**src/rtl/fifo_pkg.sv**
```systemverilog
// Shared constants, counter-width helper and status grouping for the parametrised FIFO.
package fifo_pkg;

  localparam int DEF_BUF_WIDTH  = 4;
  localparam int DEF_DATA_WIDTH = 8;

  // The occupancy counter needs one extra bit so it can hold exactly 2**bw.
  function automatic int cnt_w(input int bw);
    return bw + 1;
  endfunction

  typedef struct packed {
    logic empty;
    logic full;
    logic almost_empty;
    logic almost_full;
  } fifo_status_t;

endpackage

```
**src/rtl/fifo_mem.sv**
```systemverilog
// Simple dual-port storage: one write port and one registered read port.
module fifo_mem
  import fifo_pkg::*;
#(
  parameter int BUF_WIDTH  = DEF_BUF_WIDTH,
  parameter int DATA_WIDTH = DEF_DATA_WIDTH
) (
  input  logic                  clk,
  input  logic                  rst,
  input  logic                  wr_en,
  input  logic [BUF_WIDTH-1:0]  wr_addr,
  input  logic [DATA_WIDTH-1:0] wr_data,
  input  logic                  rd_en,
  input  logic [BUF_WIDTH-1:0]  rd_addr,
  output logic [DATA_WIDTH-1:0] rd_data
);

  logic [DATA_WIDTH-1:0] mem [2**BUF_WIDTH];

  always_ff @(posedge clk) begin
    if (wr_en) mem[wr_addr] <= wr_data;
  end

  // Read-before-write: a simultaneous write to rd_addr returns the old word.
  always_ff @(posedge clk) begin
    if (rst)        rd_data <= '0;
    else if (rd_en) rd_data <= mem[rd_addr];
  end

endmodule

```
**src/rtl/fifo_param.sv**
```systemverilog
// Parametrised synchronous FIFO with runtime almost-full/almost-empty thresholds.
// Define FIFO_ERR_FLAGS_EN to add the sticky overflow/underflow ports.
module fifo_param
  import fifo_pkg::*;
#(
  parameter int BUF_WIDTH  = DEF_BUF_WIDTH,
  parameter int DATA_WIDTH = DEF_DATA_WIDTH
) (
  input  logic                  clk,
  input  logic                  rst,
  input  logic                  wr_en,
  input  logic                  rd_en,
  input  logic [DATA_WIDTH-1:0] buf_in,
  input  logic [BUF_WIDTH:0]    af_thr,
  input  logic [BUF_WIDTH:0]    ae_thr,
  output logic [DATA_WIDTH-1:0] buf_out,
  output logic                  rd_valid,
  output logic [BUF_WIDTH:0]    fifo_counter,
  output logic                  buf_empty,
  output logic                  buf_full,
  output logic                  almost_empty,
  output logic                  almost_full
`ifdef FIFO_ERR_FLAGS_EN
  ,
  output logic                  overflow,
  output logic                  underflow
`endif
);

  localparam int CW       = cnt_w(BUF_WIDTH);
  localparam int BUF_SIZE = 2**BUF_WIDTH;
  localparam logic [CW-1:0] FULL_CNT = CW'(BUF_SIZE);

  logic [BUF_WIDTH-1:0] wr_ptr, rd_ptr;
  logic                 push_ok, pop_ok;
  fifo_status_t         status;

  assign status.empty        = (fifo_counter == '0);
  assign status.full         = (fifo_counter == FULL_CNT);
  assign status.almost_empty = (fifo_counter <= ae_thr);
  assign status.almost_full  = (fifo_counter >= af_thr);

  assign buf_empty    = status.empty;
  assign buf_full     = status.full;
  assign almost_empty = status.almost_empty;
  assign almost_full  = status.almost_full;

  // A pop frees a slot in the same edge, so a push at full is still accepted.
  assign push_ok = wr_en & (~status.full | rd_en);
  assign pop_ok  = rd_en & ~status.empty;

  fifo_mem #(
    .BUF_WIDTH  (BUF_WIDTH),
    .DATA_WIDTH (DATA_WIDTH)
  ) u_mem (
    .clk     (clk),
    .rst     (rst),
    .wr_en   (push_ok & ~rst),
    .wr_addr (wr_ptr),
    .wr_data (buf_in),
    .rd_en   (pop_ok),
    .rd_addr (rd_ptr),
    .rd_data (buf_out)
  );

  always_ff @(posedge clk) begin
    if (rst) begin
      wr_ptr       <= '0;
      rd_ptr       <= '0;
      fifo_counter <= '0;
      rd_valid     <= 1'b0;
    end else begin
      rd_valid <= pop_ok;
      if (push_ok) wr_ptr <= wr_ptr + BUF_WIDTH'(1);
      if (pop_ok)  rd_ptr <= rd_ptr + BUF_WIDTH'(1);
      if (push_ok && !pop_ok)      fifo_counter <= fifo_counter + CW'(1);
      else if (pop_ok && !push_ok) fifo_counter <= fifo_counter - CW'(1);
    end
  end

`ifdef FIFO_ERR_FLAGS_EN
  always_ff @(posedge clk) begin
    if (rst) begin
      overflow  <= 1'b0;
      underflow <= 1'b0;
    end else begin
      if (wr_en && !push_ok)      overflow  <= 1'b1;
      if (rd_en && status.empty)  underflow <= 1'b1;
    end
  end
`endif

endmodule

```
**config.mk**
```make
export PLATFORM = sky130hd
export DESIGN_NAME = fifo_param
export DESIGN_NICKNAME = d
export VERILOG_FILES = /design/src/rtl/fifo_pkg.sv /design/src/rtl/fifo_mem.sv /design/src/rtl/fifo_param.sv
export SDC_FILE = /design/constraint.sdc
export NUM_CORES = 1
export LEC_CHECK = 0
export CORE_UTILIZATION = 49
export DETAILED_ROUTE_END_ITERATION = 8
export PLACE_DENSITY = 0.72
export SYNTH_ARGS = -nofsm -noshare
export SYNTH_HDL_FRONTEND = slang
export SYNTH_SLANG_ARGS = --single-unit
```
**constraint.sdc**
```tcl
create_clock -name clk -period 2.7 [get_ports clk]
set_clock_uncertainty 0.2 [all_clocks]
set_input_delay 0.27 -clock clk [delete_from_list [all_inputs] [get_ports clk]]
set_output_delay 0.27 -clock clk [all_outputs]
set_load 0.01 [all_outputs]
```
# --- Word level (Yosys, flattened, before mapping) ---
# Memory sizes are Yosys's and may differ from the RTL's. A register that Yosys moved wholly into a read port is not among the register bits.
# Cells that the tools add are included.
classes:
  n_addsub: 4
  n_lt_le_gt_ge: 2
  n_eq_ne: 1
  mux: 4
  n_bitwise: 7
  n_reduce_logical: 6
op_table:
  columns: ["operator", "n"]
  rows:
  - ["5-bit 2-to-1 mux", 2]
  - ["4-bit by 1-bit adder with 4-bit output, second input constant", 2]
  - ["5-bit by 1-bit adder with 5-bit output, second input constant", 1]
  - ["5-bit == test, second input constant", 1]
  - ["5-bit greater-or-equal comparator", 1]
  - ["5-bit less-or-equal comparator", 1]
  - ["5-bit zero test", 1]
  - ["5-bit by 1-bit subtractor with 5-bit output, second input constant", 1]
  - ["1-bit bitwise AND", 3]
  - ["1-bit inverter", 3]
  - ["1-bit logical AND", 2]
  - ["1-bit zero test", 2]
  - ["1-bit 2-to-1 mux", 2]
  - ["2-bit nonzero test", 1]
  - ["1-bit bitwise OR", 1]
totals:
  register_bits: 14
  mem_bits_rw: 128
  input_bits: 22
  output_inout_bits: 18
  word_cells: 29
  n_memories: 1
memory_table:
  columns: ["memory", "words", "word_bits", "read_ports", "rd_clocked_by_memory_dff", "write_ports", "line_no", "source"]
  rows:
  - ["u_mem.mem", 16, 8, 1, 1, 1, "fifo_mem.sv:18", "logic [DATA_WIDTH-1:0] mem [2**BUF_WIDTH];"]

# --- Depth between registers and ports, before layout ---
# Gate-level depths: netlist of run 1.
depth:
  word_depth: 8
  mapped_depth: 12
  ltp_nobuf: 11

# --- Modules after synthesis ---
# A second synthesis of run 1 with hierarchy kept.
hier_totals:
  cells_unflattened: 434
  hier_area_um2: 6339.8
modules_own_cells:
  columns: ["module", "instances", "cells_each", "area_per_inst_um2", "seq_area_each_um2"]
  rows:
  - ["fifo_mem", 1, 316, 5343.9, 4003.8]
  - ["fifo_param", 1, 118, 996.0, 280.3]

# --- Worst setup path after synthesis of run 1 ---
# Ideal clock, no wire load.
synth_path:
  kind: "reg2reg"
  startpoint: "register fifo_counter[1]"
  endpoint: "register fifo_counter[4]"
  setup_ns: 0.121
  t_arrival_ns: 2.764
  required_time_ns: 2.379
  path_slack_ns: -0.385
  stages_incl_launch_ff: 12
  path_buffers: 1
  period_less_slack_ns: 3.085
  path_cell_list: "dfxtp_1 or4_4 o21a_1 buf_2 inv_2 ha_1 inv_1 ha_1 a21o_1 a21oi_1 mux2i_1 mux2_2"
synth_between:
  elab_chain_cells: 7
  word_cells_on_any_way: 16
  classes_between: "add/sub (2); eq/ne (1); mux (2); bitwise (5); reduce/logical (6)"
synth_lines:
  columns: ["item", "line_no", "source"]
  rows:
  - ["from (decl)", "fifo_param.sv:18", "output logic [BUF_WIDTH:0] fifo_counter,"]
  - ["from (signal assigned)", "fifo_param.sv:76", "if (push_ok && !pop_ok) fifo_counter <= fifo_counter + CW'(1);"]
  - ["from (signal assigned)", "fifo_param.sv:77", "else if (pop_ok && !push_ok) fifo_counter <= fifo_counter - CW'(1);"]
  - ["parallel branches: the longest is 7 deep, another holds 5-bit by 1-bit subtractor with 5-bit output", null, null]
# Parallel ways; which one is timed is not known. The select of a mux whose other input is x is not followed.
# A chain may end at the register's enable or synchronous reset.

# --- Worst setup path after layout of run 1 ---
layout_path:
  startpoint: "register fifo_counter[0]"
  endpoint: "register fifo_counter[4]"
# Same word-level chain as after synthesis.

==> results.md, run 1 <==
* Place WS at -0.153 ns
* Register area share after synthesis at 0.688
* Routed Wire Length at 12.9 mm
* DRC viols at 0
* Critical path fanouts, max at 4
* Proportion of layout cells with a drive suffix above 1 at 0.137
* Clock-pin slew on the worst setup and hold paths at 0.06 ns
* Unrepaired setup endpoints after global routing: true
* Row count at 40
* Worst setup EP type: flip-flop
* Top FF cell, synth: edfxtp_1
* TNS Setup at -0.0993 ns
* Placed Cells at 632
* Syn. warnings at 0
* Slew HR at 0.430
* PwrDens at 833 nW/um2
* CTS Buf Count at 17
* Pin count of the biggest net entering global routing at 23
* Final worst path period need at 2.80 ns
* H-tree levels at 4
* Status: finished, violations left
* Port bufs at 39
* EDFF count, synth at 128
* Peak Freq at 0.357 GHz
* Synth Area in Compound Gates at 0.0587
* WS Path Type: reg2reg
* Vias per cell at 5.54
* Synth area leader: edfxtp_1
* CORE AREA at 12200 um2
* CTS Buffer Depth at 2
* Finished Layout Cells at 664
* Most frequent cells after synthesis: edfxtp_1, mux2i_1, nor2_1, o22ai_1, dfxtp_1
* Routed via count at 3680
* Setup violators final at 1
* Total track usage at 0.213
* Antenna viol nets, final at 0
* Initial antenna violation count at 0
* P_leak at 0.00249 uW
* Die Height at 115 um
* Critical Path AT at 2.90 ns
* Post-Synth XOR/XNOR Area at 0.0127
* Worst hold-check path type: reg2reg
* HPWL after detailed placement at 8.68 mm
* Post-Synth Simple-Gate Area at 0.0651
* CP Data Required Time at 2.80 ns
* Synth Instances at 424
* Cell chosen for the clock root: clkbuf_16
* Setup slack after layout at -0.0993 ns
* Worst hold margin at 0.295 ns
* Async SR Flop Fraction at 0
* Failing checks: setup timing
* Routed wire length per instance at 19.4 um
* Syn Std Cell Area at 6230 um2
* Worst VDD drop at 0.523 mV
* #FFs+latches synth at 150
* Post-Syn Nets at 466
* Antenna cells at 0
* Setup crit start kind: flip-flop
* Worst-Skew Late Latency at 0.41 ns
* Final #Nets at 525
* First-pass detailed-route iteration total at 5
* Main combinational cell family by area after synthesis: multiplexers
* Final Max Slew Viols at 0
* Area delta synth->final at 20.5%
* Average cell area after synthesis at 14.7 um2
* Setup Buffers After CTS at 0
* Adder-Cell Fraction of Synth Area at 0.0414
* Max-Cap Viols at 0
* Mux contribution to synthesized area at 0.108
* Worst-Margin Slew at 0.853 ns
* Synth cell types at 35
* Number of global-route vias before repair at 3698
* Grt ovf at 0
* Gpl congestion at 0.803
* First-pass GRT wire length at 19.9 mm
* Area contributors post-synth: edfxtp_1, mux2i_1, dfxtp_1, ha_1, o22ai_1
* Final hold violation count at 0
* Die width at 115 um
* Post-synth top area share at 0.617
* Final period utilization at 1.04
* Clock sinks at 150
* Initial Util at 0.510
* # IOs at 40
* DIE AREA at 13200 um2
* Top-count cell post-synth: edfxtp_1
* Drt initial violations at 168
* CTS tree: built
[registers in the layout, summed over array words and instances (netlist names)]
register       flops
u_mem.mem        128
u_mem.rd_data      8
fifo_counter       5
rd_ptr             4
wr_ptr             4
rd_valid           1
[metal layers]
| layer | GRT usage | part of all wire |
|---|---|---|
| met4 | 0.0952 | 0.027 |
| met3 | 0.0590 | 0.087 |
| met5 | 0 | 0 |
| met1 | 0.259 | 0.39 |
| met2 | 0.356 | 0.50 |
[layout make-up]
class                      count  area (um2)
fill                         927        4710
sequential                   150        4290
multi-input combinational    238        1810
timing repair buffer          60         567
clock buffer                  21         460
tap                          168         210
clock inverter                11         101
inverter                      16        65.1
[power by group]
part,switching (uW),total (uW),internal [uW],leakage (uW)
Sequential,95.7,2730,2630,0.00134
Combinational,686,1320,631,0.000886
Clock,889,2200,1320,0.000265
[placed cells by master (no fill, tap or decap), types with 2 or more instances in the layout]
cell type | synthesis | final
edfxtp_1 | 128 | 128
mux2i_1 | 66 | 66
nor2_1 | 50 | 50
clkdlybuf4s50_1 | 0 | 37
o22ai_1 | 33 | 33
buf_4 | 4 | 19
dfxtp_1 | 22 | 18
ha_1 | 19 | 17
clkbuf_16 | 0 | 17
inv_1 | 15 | 13
nand2_1 | 10 | 10
nor4_1 | 8 | 8
a211oi_1 | 8 | 8
a21oi_1 | 8 | 7
xor2_1 | 6 | 6
nand3b_1 | 4 | 4
o21a_1 | 4 | 4
clkinvlp_4 | 0 | 4
xnor2_1 | 3 | 3
clkinv_2 | 0 | 3
dfxtp_2 | 0 | 3
inv_4 | 0 | 2
or3_1 | 2 | 2
nand3_1 | 2 | 2
nor2b_1 | 2 | 2
a21o_1 | 2 | 2
ha_4 | 0 | 2
clkinv_4 | 0 | 2
clkbuf_8 | 0 | 2
clkbuf_1 | 9 | 2
buf_12 | 0 | 2
[cells by family (layout without fill, tap and decap cells)]
logic type | count (synthesis) | count (layout)
and+or+nand+nor | 85 | 85
muxes | 67 | 67
AOI/OAI and AO/OA | 57 | 57
adders and majority gates | 20 | 20
DFF | 150 | 150
xor gates and xnor gates | 9 | 9
buffers and inverters | 36 | 108
[worst max-delay path, cell delays in order, from the launching register on]
cell and delay [ns]:
dfxtp_2 0.32, or4_4 0.55, o31a_1 0.31, ha_4 0.20, inv_4 0.07, ha_4 0.20, a21o_1 0.17, a21oi_2 0.14
mux2i_1 0.20, mux2_2 0.34
[worst paths after layout]
check                                   endpoint  slack [ns]  cells after the start              from
worst min register to register  u_mem.rd_data[2]        0.30                      2  u_mem.rd_data[2]
worst min-delay path            u_mem.rd_data[2]        0.30                      2  u_mem.rd_data[2]
worst max register to register   fifo_counter[4]        -0.1                      9   fifo_counter[0]
worst max-delay path             fifo_counter[4]        -0.1                      9   fifo_counter[0]
[what timing repair did]
item,CTS,global route
hold buffers,0,0
gates resized for setup,3,2
setup endpoints to repair,3,2
[per-stage QoR]
step	utilization	total power, uW	cell area (um2)
3_5_place_dp	0.569	4110	6950
3_3_place_gp	0.569	4050	6950
5_1_grt	0.615	6510	7510
2_1_floorplan	-	3540	6270
6_report	0.615	6250	7510
4_1_cts	0.615	6280	7510
(Power assumes the default switching activity.)
==> run 2, diff against run 1 <==
- ABC_AREA: unset -> 1
- PLACE_DENSITY: 0.72 -> 0.71
==> run 2 against run 1 <==
  * The run now ends clean
  * Core utilization shrank 3.2 points
  * Sequential share of layout area shrank 4.0 points
  * Synthesized cell count grew 67%
  * Routed wire length grew 16%
  * Combinational power grew 45%
  * Global-route usage grew 0.40 points
  * Non-clock buffer count grew 6
  * Die area grew 11%
  * Via count grew 33%
  * Sequential power is essentially flat
  * Largest cell class unchanged
==> results.md, run 2 <==
* Average cell area after synthesis at 9.73 um2 (was 14.7 um2)
* Worst-Margin Slew at 0.682 ns (was 0.853 ns)
* Clock share of power at 0.312 (was 0.353)
* Initial Util at 0.499 (was 0.510)
* Worst setup EP type: flip-flop (unchanged)
* Final Max Slew Viols at 0 (unchanged)
* Post-Syn Nets at 751 (was 466)
* Slew HR at 0.544 (was 0.430)
* Setup crit start kind: flip-flop (unchanged)
* Final worst path period need at 2.47 ns (was 2.80 ns)
* DIE AREA at 14600 um2 (was 13200 um2)
* CTS Buf Count at 17 (unchanged)
* Post-synth top area share at 0.557 (was 0.617)
* Clock sinks at 150 (unchanged)
* First-pass GRT wire length at 23.1 mm (was 19.9 mm)
* Top-count cell post-synth: nand2_1 (was edfxtp_1)
* Drt initial violations at 378 (was 168)
* TNS Setup at 0 ns (was -0.0993 ns)
* Register area share after synthesis at 0.621 (was 0.688)
* WS Path Type: reg2reg (unchanged)
* PwrDens at 838 nW/um2 (was 833 nW/um2)
* Largest stage delay, worst path at 0.34 ns (was 0.55 ns)
* Switching power at 2140 uW (was 1670 uW)
* CP top delay family: simple AND/OR/NAND/NOR gates (was compound AO/OA/AOI/OAI gates)
* DP Area at 7530 um2 (was 6950 um2)
* HPWL after detailed placement at 9.81 mm (was 8.68 mm)
* Setup slack after layout at 0.233 ns (was -0.0993 ns)
* Proportion of layout cells with a drive suffix above 1 at 0.0813 (was 0.137)
* #FFs+latches synth at 150 (unchanged)
* Unrepaired setup endpoints after global routing: false (was true)
* Sw Ratio at 0.317 (was 0.267)
* Internal power at 4610 uW (was 4580 uW)
* Worst hold-check path type: reg2reg (unchanged)
* Max-Cap Viols at 0 (unchanged)
* Final #Nets at 805 (was 525)
* Worst hold margin at 0.340 ns (was 0.295 ns)
* Initial antenna violation count at 0 (unchanged)
* Syn Std Cell Area at 6900 um2 (was 6230 um2)
* Most common cell after layout, fill and taps aside: nand2_1 (was edfxtp_1)
* Final hold violation count at 0 (unchanged)
* Status: finished, final reports clean (was finished, violations left)
* Place WS at 0.0837 ns (was -0.153 ns)
* Die Height at 121 um (was 115 um)
* WP buf/inv at 3 (was 1)
* CORE AREA at 13800 um2 (was 12200 um2)
* Async SR Flop Fraction at 0 (unchanged)
* Syn. warnings at 0 (unchanged)
* CTS Buffer Depth at 2 (unchanged)
* First-pass detailed-route iteration total at 5 (unchanged)
* # hold bufs at CTS at 0 (unchanged)
* # IOs at 40 (unchanged)
* Setup violators final at 0 (was 1)
* Combinational power share at 0.284 (was 0.211)
* Synth area leader: edfxtp_1 (unchanged)
* Routed via count at 4876 (was 3680)
* Port bufs at 39 (unchanged)
* Final period utilization at 0.914 (was 1.04)
* P_leak at 0.00346 uW (was 0.00249 uW)
* DRC viols at 0 (unchanged)
* Most flops, register: u_mem.mem (unchanged)
* Area delta synth->final at 16.7% (was 20.5%)
* Number of global-route vias before repair at 4634 (was 3698)
* Cell chosen for the clock root: clkbuf_16 (unchanged)
* Critical path fanouts, max at 4 (unchanged)
* Area contributors post-synth: edfxtp_1, nand2_1, nand3_1, dfxtp_1, inv_1 (was edfxtp_1, mux2i_1, dfxtp_1, ha_1, o22ai_1)
* Worst VDD drop at 0.410 mV (was 0.523 mV)
* Total track usage at 0.217 (was 0.213)
* Reg-to-Reg Start: fifo_counter[0] (unchanged)
* Row count at 43 (was 40)
* Most frequent cells after synthesis: nand2_1, edfxtp_1, inv_1, nand3_1, dfxtp_1 (was edfxtp_1, mux2i_1, nor2_1, o22ai_1, dfxtp_1)
* Critical Path AT at 2.59 ns (was 2.90 ns)
* Peak Freq at 0.405 GHz (was 0.357 GHz)
* Antenna cells at 0 (unchanged)
* Clock-pin slew on the worst setup and hold paths at 0.06 ns (about the same)
* Crit. Startpoint: fifo_counter[0] (unchanged)
* CP cell instances: nor2_2, nand3_1, nor2_2, nand2_1, nand2_2, inv_1, ha_1, inv_1, ha_1, nand3_1, nand3_1, xor2_1, o21ai_0, inv_1 (was or4_4, o31a_1, ha_4, inv_4, ha_4, a21o_1, a21oi_2, mux2i_1, mux2_2)
* Worst-Skew Late Latency at 0.43 ns (was 0.41 ns)
* CTS tree: built (unchanged)
* Setup Buffers After CTS at 0 (unchanged)
* Min-Delay Startpoint: wr_ptr[3] (was u_mem.rd_data[2])
* Synth cell types at 27 (was 35)
* Grt ovf at 0 (unchanged)
* Vias per cell at 5.11 (was 5.54)
* Max reg flops at 128 (unchanged)
* Antenna viol nets, final at 0 (unchanged)
* Sequential power share at 0.404 (was 0.437)
* Post-layout util at 0.583 (was 0.615)
* Routed wire length per instance at 15.6 um (was 19.4 um)
* Design Area, Final at 8060 um2 (was 7510 um2)
* EDFF count, synth at 128 (unchanged)
* Slowest CP cell: dfxtp_2 (was or4_4)
* CP Data Required Time at 2.82 ns (was 2.80 ns)
* Top Registers: u_mem.mem x128, u_mem.rd_data x8, fifo_counter x5 (unchanged)
* Leading cell types in the layout, fill and taps excluded: nand2_1, edfxtp_1, inv_1 (was edfxtp_1, mux2i_1, nor2_1)
* H-tree levels at 4 (unchanged)
* Top FF cell, synth: edfxtp_1 (unchanged)
* Pin count of the biggest net entering global routing at 49 (was 23)
* Gpl congestion at 0.907 (was 0.803)
* Synth Instances at 709 (was 424)
* Die width at 121 um (was 115 um)
* Routed Wire Length at 14.9 mm (was 12.9 mm)
## run 2: changes by cell type after synthesis, moves of 6 or more
cell,change
a211oi_1,-8
a21oi_1,+6
buf_4,+6
inv_1,+92
mux2i_1,-66
nand2_1,+211
nand3_1,+97
nor2_1,-31
nor3_1,+17
nor4_1,-8
o21ai_0,+9
o22ai_1,-32
## run 2: worst register-to-register path: cells and delay by family, from the launching register on
family / cells / cell delay (ns)
AND/OR/NAND/NOR: 7 / 0.71
adder cells (fa/ha/maj): 2 / 0.55
AO/OA/AOI/OAI: 1 / 0.16
XOR/XNOR: 1 / 0.16
flip-flops: 1 / 0.34
buffers and inverters: 3 / 0.26
## run 2: path summary, 6_finish.rpt
path / cells past startpoint / slack [ns] / to
worst max-delay path: 14 / 0.23 / fifo_counter[3]
worst min-delay path: 2 / 0.34 / wr_ptr[3]
worst max register to register: 14 / 0.23 / fifo_counter[3]
worst min register to register: 2 / 0.34 / wr_ptr[3]
## run 2: repair_timing
item / in CTS / in global routing
hold endpoints to repair: 0 / 0
pin swaps: 0 / 0
setup endpoints to repair: 1 / 3
gates resized for setup: 1 / 4
## run 2: metrics by stage
step / instances / power, uW
2_1_floorplan: 709 / 4050
3_3_place_gp: 924 / 4640
3_5_place_dp: 924 / 4690
4_1_cts: 955 / 6790
5_1_grt: 955 / 7090
6_report: 955 / 6750
## run 2: metal layers
layer | track usage | routed length, um | up-vias
met4 | 0.108 | 345 | 0
met5 | 0 | 0 | -
li1 | - | - | 2411
met2 | 0.372 | 7570 | 133
met1 | 0.260 | 6080 | 2309
met3 | 0.0420 | 903 | 23
## run 2: kinds of logic (layout without fill, tap and decap cells)
group	Yosys count	after routing	synth area share
DFF	150	150	0.621
xor gates and xnor gates	6	6	0.00761
adders and majority gates	20	20	0.0373
AOI/OAI and AO/OA	30	30	0.0241
and+or+nand+nor	361	361	0.220
buffers and inverters	142	208	0.0901
## run 2: power by group through the flow
stage / logic [uW] / registers [uW] / clock network, uW
final: 1920 / 2730 / 2110
after global routing: 2130 / 2740 / 2220
after CTS: 1940 / 2730 / 2130
after detailed placement: 1920 / 2770 / 0
after global placement: 1870 / 2770 / 0
after floorplan: 1260 / 2790 / 0
## run 2: cell type report
class,instances,area [um2]
fillers,1176,5770
clock inverters,12,87.6
repair buffers,66,611
clock buffers,19,433
well taps,180,225
multi-input cells,417,2000
flip-flops and latches,150,4290
inverters,111,417
